--- src/rtl/io16_display_arbiter.sv ---
// -----------------------------------------------------------------------------
// io16_display_arbiter
//
// Shares the 16-LED bank of the IO16 expander between three requesters
// (counter display, switch mirror, diagnostic pattern). Each requester uses a
// level REQ / registered GNT handshake. Grants rotate round-robin from a
// priority pointer that only advances when a grantee leaves, so the two other
// requesters are always ahead of the one that just released. A time slice,
// counted in TICK strobes, lets a waiting requester preempt a grantee that has
// held the bank for SLICE_TICKS strobes. Every change of owner passes through
// a one-cycle blanking state so the LEDs never show a mix of two owners.
//
// Parameters
//   SLICE_TICKS  TICK strobes a grantee may hold the bank while another
//                request is pending (1..65535).
//
// Ports
//   CLK    in   1   system clock, rising edge
//   RST    in   1   asynchronous active-high reset
//   TICK   in   1   single-cycle slice time-base strobe
//   REQ    in   3   level request, bit i = requester i
//   DATA0  in  16   LED word of requester 0 (bit 15 -> D1, bit 0 -> D16)
//   DATA1  in  16   LED word of requester 1
//   DATA2  in  16   LED word of requester 2
//   GNT    out  3   registered one-hot grant, 000 when nobody owns the bank
//   SEL    out  2   registered index of the current / last grantee
//   BUSY   out  1   registered, high while any GNT bit is high
//   D      out 16   registered LED word
// -----------------------------------------------------------------------------
module io16_display_arbiter #(
    parameter int unsigned SLICE_TICKS = 32'd1000
) (
    input  logic        CLK,
    input  logic        RST,
    input  logic        TICK,
    input  logic [2:0]  REQ,
    input  logic [15:0] DATA0,
    input  logic [15:0] DATA1,
    input  logic [15:0] DATA2,
    output logic [2:0]  GNT,
    output logic [1:0]  SEL,
    output logic        BUSY,
    output logic [15:0] D
);

    localparam logic [15:0] SLICE_C = 16'(SLICE_TICKS);

    typedef enum logic [1:0] {
        ST_IDLE   = 2'd0,
        ST_GRANT  = 2'd1,
        ST_SWITCH = 2'd2
    } state_t;

    // Next index in the rotation 0 -> 1 -> 2 -> 0.
    function automatic logic [1:0] succ_idx(input logic [1:0] idx);
        logic [1:0] nxt;
        case (idx)
            2'd0:    nxt = 2'd1;
            2'd1:    nxt = 2'd2;
            default: nxt = 2'd0;
        endcase
        return nxt;
    endfunction

    // One-hot grant vector for a requester index.
    function automatic logic [2:0] to_onehot(input logic [1:0] idx);
        logic [2:0] vec;
        case (idx)
            2'd0:    vec = 3'b001;
            2'd1:    vec = 3'b010;
            2'd2:    vec = 3'b100;
            default: vec = 3'b000;
        endcase
        return vec;
    endfunction

    // First high request bit scanning ptr, ptr+1, ptr+2 (mod 3).
    function automatic logic [1:0] rr_pick(input logic [2:0] req, input logic [1:0] ptr);
        logic [1:0] pick;
        logic [1:0] cand;
        logic       found;
        pick  = ptr;
        cand  = ptr;
        found = 1'b0;
        for (int k = 0; k < 3; k++) begin
            pick  = (!found && req[cand]) ? cand : pick;
            found = found | req[cand];
            cand  = succ_idx(cand);
        end
        return pick;
    endfunction

    state_t      state_r;
    state_t      state_nxt_s;
    logic [1:0]  sel_r;
    logic [1:0]  sel_nxt_s;
    logic [1:0]  ptr_r;
    logic [1:0]  ptr_nxt_s;
    logic [15:0] cnt_r;
    logic [15:0] cnt_nxt_s;
    logic [2:0]  gnt_r;
    logic [2:0]  gnt_nxt_s;
    logic        busy_r;
    logic [15:0] d_r;
    logic [15:0] d_nxt_s;
    logic [1:0]  win_s;
    logic [2:0]  own_mask_s;
    logic        other_req_s;
    logic        release_s;
    logic        slice_done_s;
    logic [15:0] grant_data_s;

    // Arbitration and slice qualifiers derived from the registered owner.
    always_comb begin
        win_s        = rr_pick(REQ, ptr_r);
        own_mask_s   = to_onehot(sel_r);
        other_req_s  = |(REQ & ~own_mask_s);
        release_s    = ~|(REQ & own_mask_s);
        slice_done_s = (cnt_r == SLICE_C);
    end

    // LED word of the current grantee.
    always_comb begin
        case (sel_r)
            2'd0:    grant_data_s = DATA0;
            2'd1:    grant_data_s = DATA1;
            2'd2:    grant_data_s = DATA2;
            default: grant_data_s = 16'h0000;
        endcase
    end

    // Next-state and next-output logic of the arbiter FSM.
    always_comb begin
        state_nxt_s = state_r;
        sel_nxt_s   = sel_r;
        ptr_nxt_s   = ptr_r;
        cnt_nxt_s   = cnt_r;
        gnt_nxt_s   = 3'b000;
        d_nxt_s     = 16'h0000;
        case (state_r)
            ST_IDLE: begin
                if (|REQ) begin
                    state_nxt_s = ST_GRANT;
                    sel_nxt_s   = win_s;
                    cnt_nxt_s   = 16'd0;
                    gnt_nxt_s   = to_onehot(win_s);
                end else begin
                    state_nxt_s = ST_IDLE;
                end
            end
            ST_GRANT: begin
                d_nxt_s = grant_data_s;
                // Saturating slice counter; its value is irrelevant once we leave.
                if (TICK && (cnt_r < SLICE_C)) begin
                    cnt_nxt_s = cnt_r + 16'd1;
                end else begin
                    cnt_nxt_s = cnt_r;
                end
                // Release takes precedence over preemption.
                if (release_s) begin
                    state_nxt_s = ST_SWITCH;
                end else if (slice_done_s && other_req_s) begin
                    state_nxt_s = ST_SWITCH;
                end else begin
                    state_nxt_s = ST_GRANT;
                    gnt_nxt_s   = own_mask_s;
                end
            end
            ST_SWITCH: begin
                // Blanking cycle; the leaver moves to the back of the rotation.
                ptr_nxt_s   = succ_idx(sel_r);
                state_nxt_s = ST_IDLE;
            end
            default: begin
                state_nxt_s = ST_IDLE;
                gnt_nxt_s   = 3'b000;
            end
        endcase
    end

    // State, pointer, counter and registered outputs.
    always_ff @(posedge CLK or posedge RST) begin
        if (RST) begin
            state_r <= ST_IDLE;
            sel_r   <= 2'd0;
            ptr_r   <= 2'd0;
            cnt_r   <= 16'd0;
            gnt_r   <= 3'b000;
            busy_r  <= 1'b0;
            d_r     <= 16'h0000;
        end else begin
            state_r <= state_nxt_s;
            sel_r   <= sel_nxt_s;
            ptr_r   <= ptr_nxt_s;
            cnt_r   <= cnt_nxt_s;
            gnt_r   <= gnt_nxt_s;
            busy_r  <= |gnt_nxt_s;
            d_r     <= d_nxt_s;
        end
    end

    assign GNT  = gnt_r;
    assign SEL  = sel_r;
    assign BUSY = busy_r;
    assign D    = d_r;

endmodule

--- config.mk ---
export PLATFORM = sky130hd
export DESIGN_NAME = io16_display_arbiter
export DESIGN_NICKNAME = d
export VERILOG_FILES = /design/src/rtl/io16_display_arbiter.sv
export SDC_FILE = /design/constraint.sdc
export NUM_CORES = 1
export LEC_CHECK = 0
export BUFFER_PORTS_ARGS = -buffer_cell sky130_fd_sc_hd__buf_2
export CAP_MARGIN = 20
export CORE_MARGIN = 5
export CORE_UTILIZATION = 50
export CTS_CLUSTER_DIAMETER = 60
export DETAILED_ROUTE_END_ITERATION = 10
export GPL_ROUTABILITY_DRIVEN = 0
export GPL_TIMING_DRIVEN = 0
export PLACE_DENSITY = 0.8
export SLEW_MARGIN = 20
export SYNTH_ARGS = -nofsm -noshare
export SYNTH_HDL_FRONTEND = slang
export SYNTH_SLANG_ARGS = --single-unit
--- constraint.sdc ---
create_clock -name CLK -period 2.2 [get_ports CLK]
set_input_delay 0.66 -clock CLK [delete_from_list [all_inputs] [get_ports CLK]]
set_output_delay 0.66 -clock CLK [all_outputs]
set_load 0.005 [all_outputs]
Yosys cells after proc, flatten, opt, wreduce, memory -nomap -nowiden
Index checks and enable logic that the tools add are counted.
W data, S select, Z words.
{ "totals": {"input_bits": 54, "elab_cells": 71, "reg_bits": 42, "out_inout_bits": 22} }
{ "classes": {"reduce_logical": 18, "n_mux": 26, "addsub": 1, "magnitude_cmp": 4, "n_eq_ne": 11, "bitwise_logic": 4} }
{ "op_table": {"columns": ["op", "n"], "rows": [
  ["$mux W16", 3],
  ["$pmux W16 S3", 1],
  ["$pmux W16 S2", 1],
  ["$pmux W3 S3", 2],
  ["$add A16 B1 Y16 const B", 1],
  ["$eq A16 B10 Y1 const B", 1],
  ["$lt A16 B10 Y1 const B", 1],
  ["$pmux W2 S2", 4],
  ["$reduce_or A3 Y1", 4],
  ["$eq A2 B1 Y1 const B", 5],
  ["$logic_not A2 Y1", 5],
  ["$lt A2 B3 Y1 const B", 3],
  ["$mux W3", 3],
  ["$mux W2", 4],
  ["$and A3 B3 Y3", 2],
  ["$bmux W1 S2", 3],
  ["$eq A2 B2 Y1 const B", 3],
  ["$pmux W3 S2", 1],
  ["$logic_and A1 B1 Y1", 4],
  ["$mux W1", 4],
  ["$ne A2 B2 Y1 const B", 2],
  ["$not A3 Y3", 1],
  ["$reduce_and A3 Y1", 1],
  ["$logic_not A1 Y1", 2],
  ["3 further kinds", 3]
]} }

Longest topological paths before layout
Gate-level depths: netlist (run 1).
{ "logic_depth": {"word_depth": 13, "ltp_mapped": 6, "mapped_depth_nobuf": 6} }

Worst setup path before layout (run 1)
Ideal clock, no wire load.
{ "synth_path": {"path_type": "input to register", "start": "input REQ[2]", "end": "register busy_r (netlist: BUSY)", "t_required_ps": 2063, "arrival_time_ps": 1713, "path_buffers": 1, "cell_stages": 5, "setup_time_ps": 137, "setup_slack_ps": 349, "path_cell_list": "buf_2 > nor2_1 > a2111o_1 > nor4_2 > o31ai_1"} }
{ "synth_between": {"elab_chain_len": 11, "word_cells_on_any_way": 28, "classes_between": "2 x eq/ne; 13 x mux; 3 x bitwise; 10 x reduce/logical"} }
{ "synth_rtl": {"columns": ["item", "line", "source"], "rows": [
  ["start, declared", "36", "input logic [2:0] REQ,"],
  ["$bmux W1 S2, on equally long branches", "87, 86", null],
  ["$mux W1, on equally long branches", "87, 86", null],
  ["$logic_not A1 Y1 or $or A1 B1 Y1 (tied branches)", "86, 87", null],
  ["$logic_and A1 B1 Y1 or $logic_not A1 Y1 (tied branches)", "86", "pick = (!found && req[cand]) ? cand : pick;"],
  ["$mux W2 or $logic_and A1 B1 Y1 (tied branches)", "86", null],
  ["$mux W2", "86", null],
  ["$eq A2 B2 Y1 (tied with other cells)", "68", "case (idx)"],
  ["$pmux W3 S3", "68", null],
  ["$mux W3", "142", "if (|REQ) begin"],
  ["$pmux W3 S2 *", "140", "case (state_r)"],
  ["$reduce_or A3 Y1 *", "197", "busy_r <= |gnt_nxt_s;"],
  ["end signal, assigned", "197", null],
  ["end, declared", "103", "logic busy_r;"]
]} }
Mark *: on every way between the ends. The rest lies on a longest branch, timed or not. The select of a mux whose other input is x is not followed.
A chain may end at the register's enable or synchronous reset.

Worst setup path after layout (run 1)
{ "layout_path": {"start": "register cnt_r[0]", "end": "register busy_r (netlist: BUSY)"} }
{ "layout_between": {"elab_chain_len": 6} }
{ "layout_rtl": {"columns": ["item", "line", "source"], "rows": [
  ["start, declared", "99", "logic [15:0] cnt_r;"],
  ["start signal, assigned", "195", "cnt_r <= cnt_nxt_s;"],
  ["$eq A16 B10 Y1", "119", "slice_done_s = (cnt_r == SLICE_C);"],
  ["$logic_and A1 B1 Y1", "162", "end else if (slice_done_s && other_req_s) begin"],
  ["$mux W3", "162", null],
  ["$mux W3", "160", "if (release_s) begin"],
  ["$pmux W3 S2", "140", null],
  ["$reduce_or A3 Y1", "197", null]
]} }
Every way passes these cells.

==> flow_summary.ini, run 1 <==
[clock_tree]
clk_pin_slew_ns = 0.08
hold_buffers = 0
cts_buffer_depth = 2
cts_root_buffer = clkbuf_8
cts_tree = yes
clock_latency_ns = 0.29
htreeDepth = 2
clock-sinks = 42
numCtsBuffers = 5
cts_setup_buffers = 0
postCtsResizedCells = 0

[yosys]
synth-simple-area-share = 0.223
synth_top_area_frac = 0.475
yosysTopAreaCell = dfrtp_1
synth.area.mux_share = 0.0922
async_flop_share = 1.00
synthCells = 236
seq_area_frac_synth = 0.475
synth_xor_area_frac = 0
synth_seq_cells = 42
synth_compound_area_frac = 0.156
synth-adder-area-share = 0.0113
synth_top_family_by_area = simple AND/OR/NAND/NOR gates
ys.flop_type = dfrtp_1
postSynthAreaPerCell_um2 = 9.37
synth_nets = 292
ys_warn_count = 0
synth_area_um2 = 2210
yosys-top-cells-area = dfrtp_1 48%, mux2i_1 7.7%, nor2_1 7.1%
synth-edff-count = 0
synth.distinct_cells = 42

[flow_run]
maxCapViolCount = 0

[power]
p_leak_nw = 1.36
peakVddDrop_uv = 521
p_total_mw = 2.98
power_density_nw_per_um2 = 1070

[setup_path]
start_kind = register
rr_startpoint = cnt_r[0]
crit_arrival_ns = 2.05
reg2reg_depth = 6
critPathKind = register to register
timing.rr.end = BUSY
cp-end-kind = register
cp.required_ns = 2.36
path_max_fanout = 5
rrSetupSlack_ns = 0.32

[die]
die_w_um = 76.5
die_area_um2 = 5850
core_area_um2 = 4320
io_pins = 76
die_h_um = 76.5
fp-row-count = 24
start_util = 0.511

[final_layout]
drive_gt1_frac = 0.301
fin_nets = 374
nFillCells = 367
final_cells = 371
antennaDiodeCount = 0
final_area_um2 = 2780
syn_to_final_growth_pct = 25.6

[sta]
finClkSkew_ns = 0.00681
report.final.slew_viol_count = 0
setup_tns_ns = 0
max_freq_ghz = 0.531
finalCritPeriodShare = 0.855
setup_viol = 0
final.setup.worst_slack_ns = 0.318
period_minus_slack_ns = 1.88
finalHoldViolCount = 0
worst_pin_slew_ns = 0.497
relSlewSlack = 0.666
rsz0062_at_grt = false

[global_route]
grt_usage = 0.187
antenna_found_initial = 0
gr-total-overflow = 0
grt_max_degree = 29
grt_pass1_wl_um = 8960
grt_pass1_vias = 1996

[drt]
first_pass_iters = 4
drc = 0
wl_um = 5270
vias = 1999
wl_per_cell_um = 14.2
ant_nets = 0
vias_per_cell = 5.39
drt_iter0_markers = 71

[placement]
dp.cells = 363
dpl_cell_area_um2 = 2670
port_buffers = 74
detailed_place_hpwl_um = 4040
dp_slack_ns = 0.158

[status]
status = finished, final reports clean

[min_path]
hold_path_class = primary input to async pin
flip-flops by register name, summed over array words and instances (netlist names):
name and cells:
BUSY 1, GNT 3, state_r 2, D 16, ptr_r 2, cnt_r 16, SEL 2
power breakdown:
part	internal, mW	switching (mW)	leakage [nW]	total [mW]
clock network	0.339	0.263	0.0514	0.601
logic	0.524	0.759	0.746	1.28
registers	0.987	0.106	0.562	1.09
total	1.85	1.13	1.36	2.98
area by class of cell:
class | count | area [um2] | area share
Clock buffer | 6 | 72.6 | 0.0261
Sequential cell | 42 | 1050 | 0.379
Inverter | 5 | 18.8 | 0.00676
Timing Repair Buffer | 75 | 390 | 0.141
Tap cell | 52 | 65.1 | 0.0234
Buffer | 17 | 75.1 | 0.0270
Multi-Input combinational cell | 172 | 1070 | 0.384
Clock inverter | 2 | 37.5 | 0.0135
cell usage after synthesis (2+ instances only):
cell type,count
and4_1,2
nor2_1,42
buf_2,3
o2111ai_1,2
nand2_1,13
nand3_1,7
mux2i_1,17
ha_1,2
o22ai_1,2
a21oi_1,26
and3_1,3
inv_1,5
nand2b_1,3
or4_1,5
mux2_2,3
o31ai_1,10
and2_1,6
o211ai_1,2
nand4_1,2
nor2b_1,3
dfrtp_1,42
clkbuf_1,12
o21ai_0,5
critical path, stage by stage, from the launching register on:
cell and delay [ns]:
dfrtp_1 0.43, inv_1 0.10, ha_1 0.14, nand2_1 0.06, a2111o_1 0.42, nor4_2 0.46, o31ai_1 0.15
metrics by stage:
| step | utilization | hold WS (ns) |
|---|---|---|
| after floorplan | - | 0.454 |
| after global placement | 0.612 | 0.469 |
| after detailed placement | 0.617 | 0.476 |
| after CTS | 0.642 | 0.330 |
| after global routing | 0.642 | 0.348 |
| final | 0.642 | 0.324 |
worst max-delay path by stage:
stage / start / endpoint / slack (ns) / cells past startpoint
4_1_cts: cnt_r[10] / cnt_r[3] / 0.32 / 5
2_1_floorplan: REQ[2] / BUSY / 0.35 / 5
6_report: cnt_r[0] / BUSY / 0.32 / 6
5_1_grt: cnt_r[0] / state_r[0] / 0.20 / 6
3_5_place_dp: REQ[2] / BUSY / 0.16 / 5
3_3_place_gp: RST / D[15] / 0.02 / 2
routing by layer:
layer  global-route usage  vias to the layer above  share of wire
met5                    0                        -              0
met4               0.0857                        0          0.020
met3               0.0496                       11          0.076
met2                0.309                       65           0.49
met1                0.227                      923           0.41
li1                     -                     1000              -
kinds of logic (layout without fill, tap and decap cells):
family                   Yosys count  count (layout)
multiplexers                      20              20
adder cells (fa/ha/maj)            2               2
AO/OA/AOI/OAI                     55              55
AND/OR/NAND/NOR                   95              95
buffers and inverters             22             105
flip-flops                        42              42
layout by cell type, fill, tap and decap left out, drive strengths merged, types with 2 or more instances in the layout:
cell / n
and3: 3
o211ai: 2
mux2i: 17
ha: 2
or4: 5
mux2: 3
o2111ai: 2
a21oi: 26
dfrtp: 42
and2: 7
nor4: 2
nor2: 42
inv: 5
o22ai: 2
nor2b: 3
o31ai: 10
o21ai: 5
nand2: 13
clkbuf: 18
or3: 2
nand2b: 3
nand3: 7
buf: 80
nand4: 3
and4: 3
Power figures use the tool's default switching activity.
==> inputs of run 2 (changes only) <==
- BUFFER_PORTS_ARGS: -buffer_cell sky130_fd_sc_hd__buf_2 -> default
- CORE_UTILIZATION: 50 -> 60
- DONT_BUFFER_PORTS: default -> 1
- PLACE_DENSITY: 0.8 -> 0.76
==> flow_summary.ini, run 2 (synthesis results as in run 1) <==
[status]
status = finished, final reports clean

[die]
die_w_um = 70.7
core_area_um2 = 3610
fp-row-count = 22
die_h_um = 70.7
start_util = 0.613
io_pins = 76
die_area_um2 = 5000

[clock_tree]
cts_tree = yes
htreeDepth = 2
hold_buffers = 0
cts_root_buffer = clkbuf_8
clock-sinks = 42
postCtsResizedCells = 0
clock_latency_ns = 0.29
cts_buffer_depth = 2
cts_setup_buffers = 0
clk_pin_slew_ns = 0.08
numCtsBuffers = 5

[sta]
worst_pin_slew_ns = 0.513
finalHoldViolCount = 0
max_freq_ghz = 0.520
period_minus_slack_ns = 1.92
setup_tns_ns = 0
setup_viol = 0
report.final.slew_viol_count = 0
relSlewSlack = 0.655
holdWs_ns = 0.216
rsz0062_at_grt = false
finClkSkew_ns = 0.00964
finalCritPeriodShare = 0.874

[setup_path]
cp.required_ns = 2.35
endpoint = BUSY
path_max_fanout = 5
timing.rr.end = BUSY
rr_startpoint = cnt_r[0]
start_kind = register
cp-startpoint = cnt_r[0]
critPathKind = register to register
crit_arrival_ns = 2.08
cp-end-kind = register
rrSetupSlack_ns = 0.28
reg2reg_depth = 6

[final_layout]
drive_gt1_frac = 0.0857
regArea_um2 = 1050
final_area_um2 = 2400
fin_nets = 300
syn_to_final_growth_pct = 8.43
antennaDiodeCount = 0
final_cell_mix = 42 x dfrtp_1, 42 x nor2_1, 26 x a21oi_1
nFillCells = 291
multi_input_area_um2 = 1070

[min_path]
hold_path_class = primary input to async pin

[global_route]
grt_max_degree = 28
gr-total-overflow = 0
grtUsageMet2 = 0.333
top_usage_layer = met2
antenna_found_initial = 0
grt_pass1_wl_um = 7860
grt_pass1_vias = 1700
met1_usage = 0.248
grt_usage = 0.197
grt_use_met3 = 0.0568

[drt]
wl_um = 4730
wl_per_cell_um = 16.1
drt_iter0_markers = 157
vias = 1741
ant_nets = 0
drc = 0
vias_per_cell = 5.94
first_pass_iters = 4

[flow_run]
maxCapViolCount = 0

[power]
comb_power_share = 0.370
peakVddDrop_uv = 673
swShare = 0.381
p_sw_mw = 1.05
power_density_nw_per_um2 = 1160
p_seq_frac = 0.420
power_frac_clock = 0.210
p_leak_nw = 1.05
p_int_mw = 1.72

[placement]
port_buffers = 0
detailed_place_hpwl_um = 3580
dpl_cell_area_um2 = 2290
==> run 2: changes by cell type in the layout (fill, tap and decap cells not counted) <==
cell        before  now
clkinvlp_4       1    0
buf_2           77    3
clkbuf_1        13   14
==> run 2: worst min-delay path by stage <==
| stage | to | slack [ns] | depth (start not counted) |
|---|---|---|---|
| global placement | cnt_r[14] | 0.47 | 1 |
| finish | D[1] | 0.22 | 1 |
| detailed placement | cnt_r[14] | 0.47 | 1 |
| CTS | D[1] | 0.22 | 1 |
| floorplan | cnt_r[14] | 0.45 | 1 |
| global route | D[1] | 0.23 | 1 |
==> run 2: stage by stage <==
stage | power (mW) | utilization | cells | worst slack [ns]
global route | 2.99 | 0.665 | 293 | 0.0980
global placement | 2.18 | 0.630 | 284 | 0.132
detailed placement | 2.22 | 0.635 | 285 | 0.117
floorplan | 1.94 | - | 236 | 0.349
CTS | 2.80 | 0.665 | 293 | 0.288
finish | 2.77 | 0.665 | 293 | 0.277
==> run 2: routing by layer <==
layer,up-vias,part of all wire
met3,4,0.081
met1,814,0.43
met4,0,0.0080
li1,857,-
met5,-,0
met2,66,0.48
==> run 2: power groups by stage <==
stage	Clock, mW	Sequential, mW	Combinational [mW]
floorplan	0	1.12	0.822
global placement	0	1.18	0.998
detailed placement	0	1.18	1.03
CTS	0.596	1.17	1.03
global route	0.638	1.19	1.15
finish	0.582	1.17	1.02
==> run 2: cell type report <==
cell class,instances,area share
multi-input cells,172,0.445
flip-flops and latches,42,0.438
clock buffers,7,0.0318
plain buffers,17,0.0313
well taps,48,0.0251
clock inverters,1,0.0125
repair buffers,1,0.00835
inverters,5,0.00783
==> run 2: worst max-delay path, stage by stage, from the launching register on <==
cell and delay (ns):
dfrtp_1 0.44, inv_1 0.10, ha_1 0.15, nand2_1 0.06, a2111o_1 0.42, nor4_2 0.47, o31ai_1 0.16
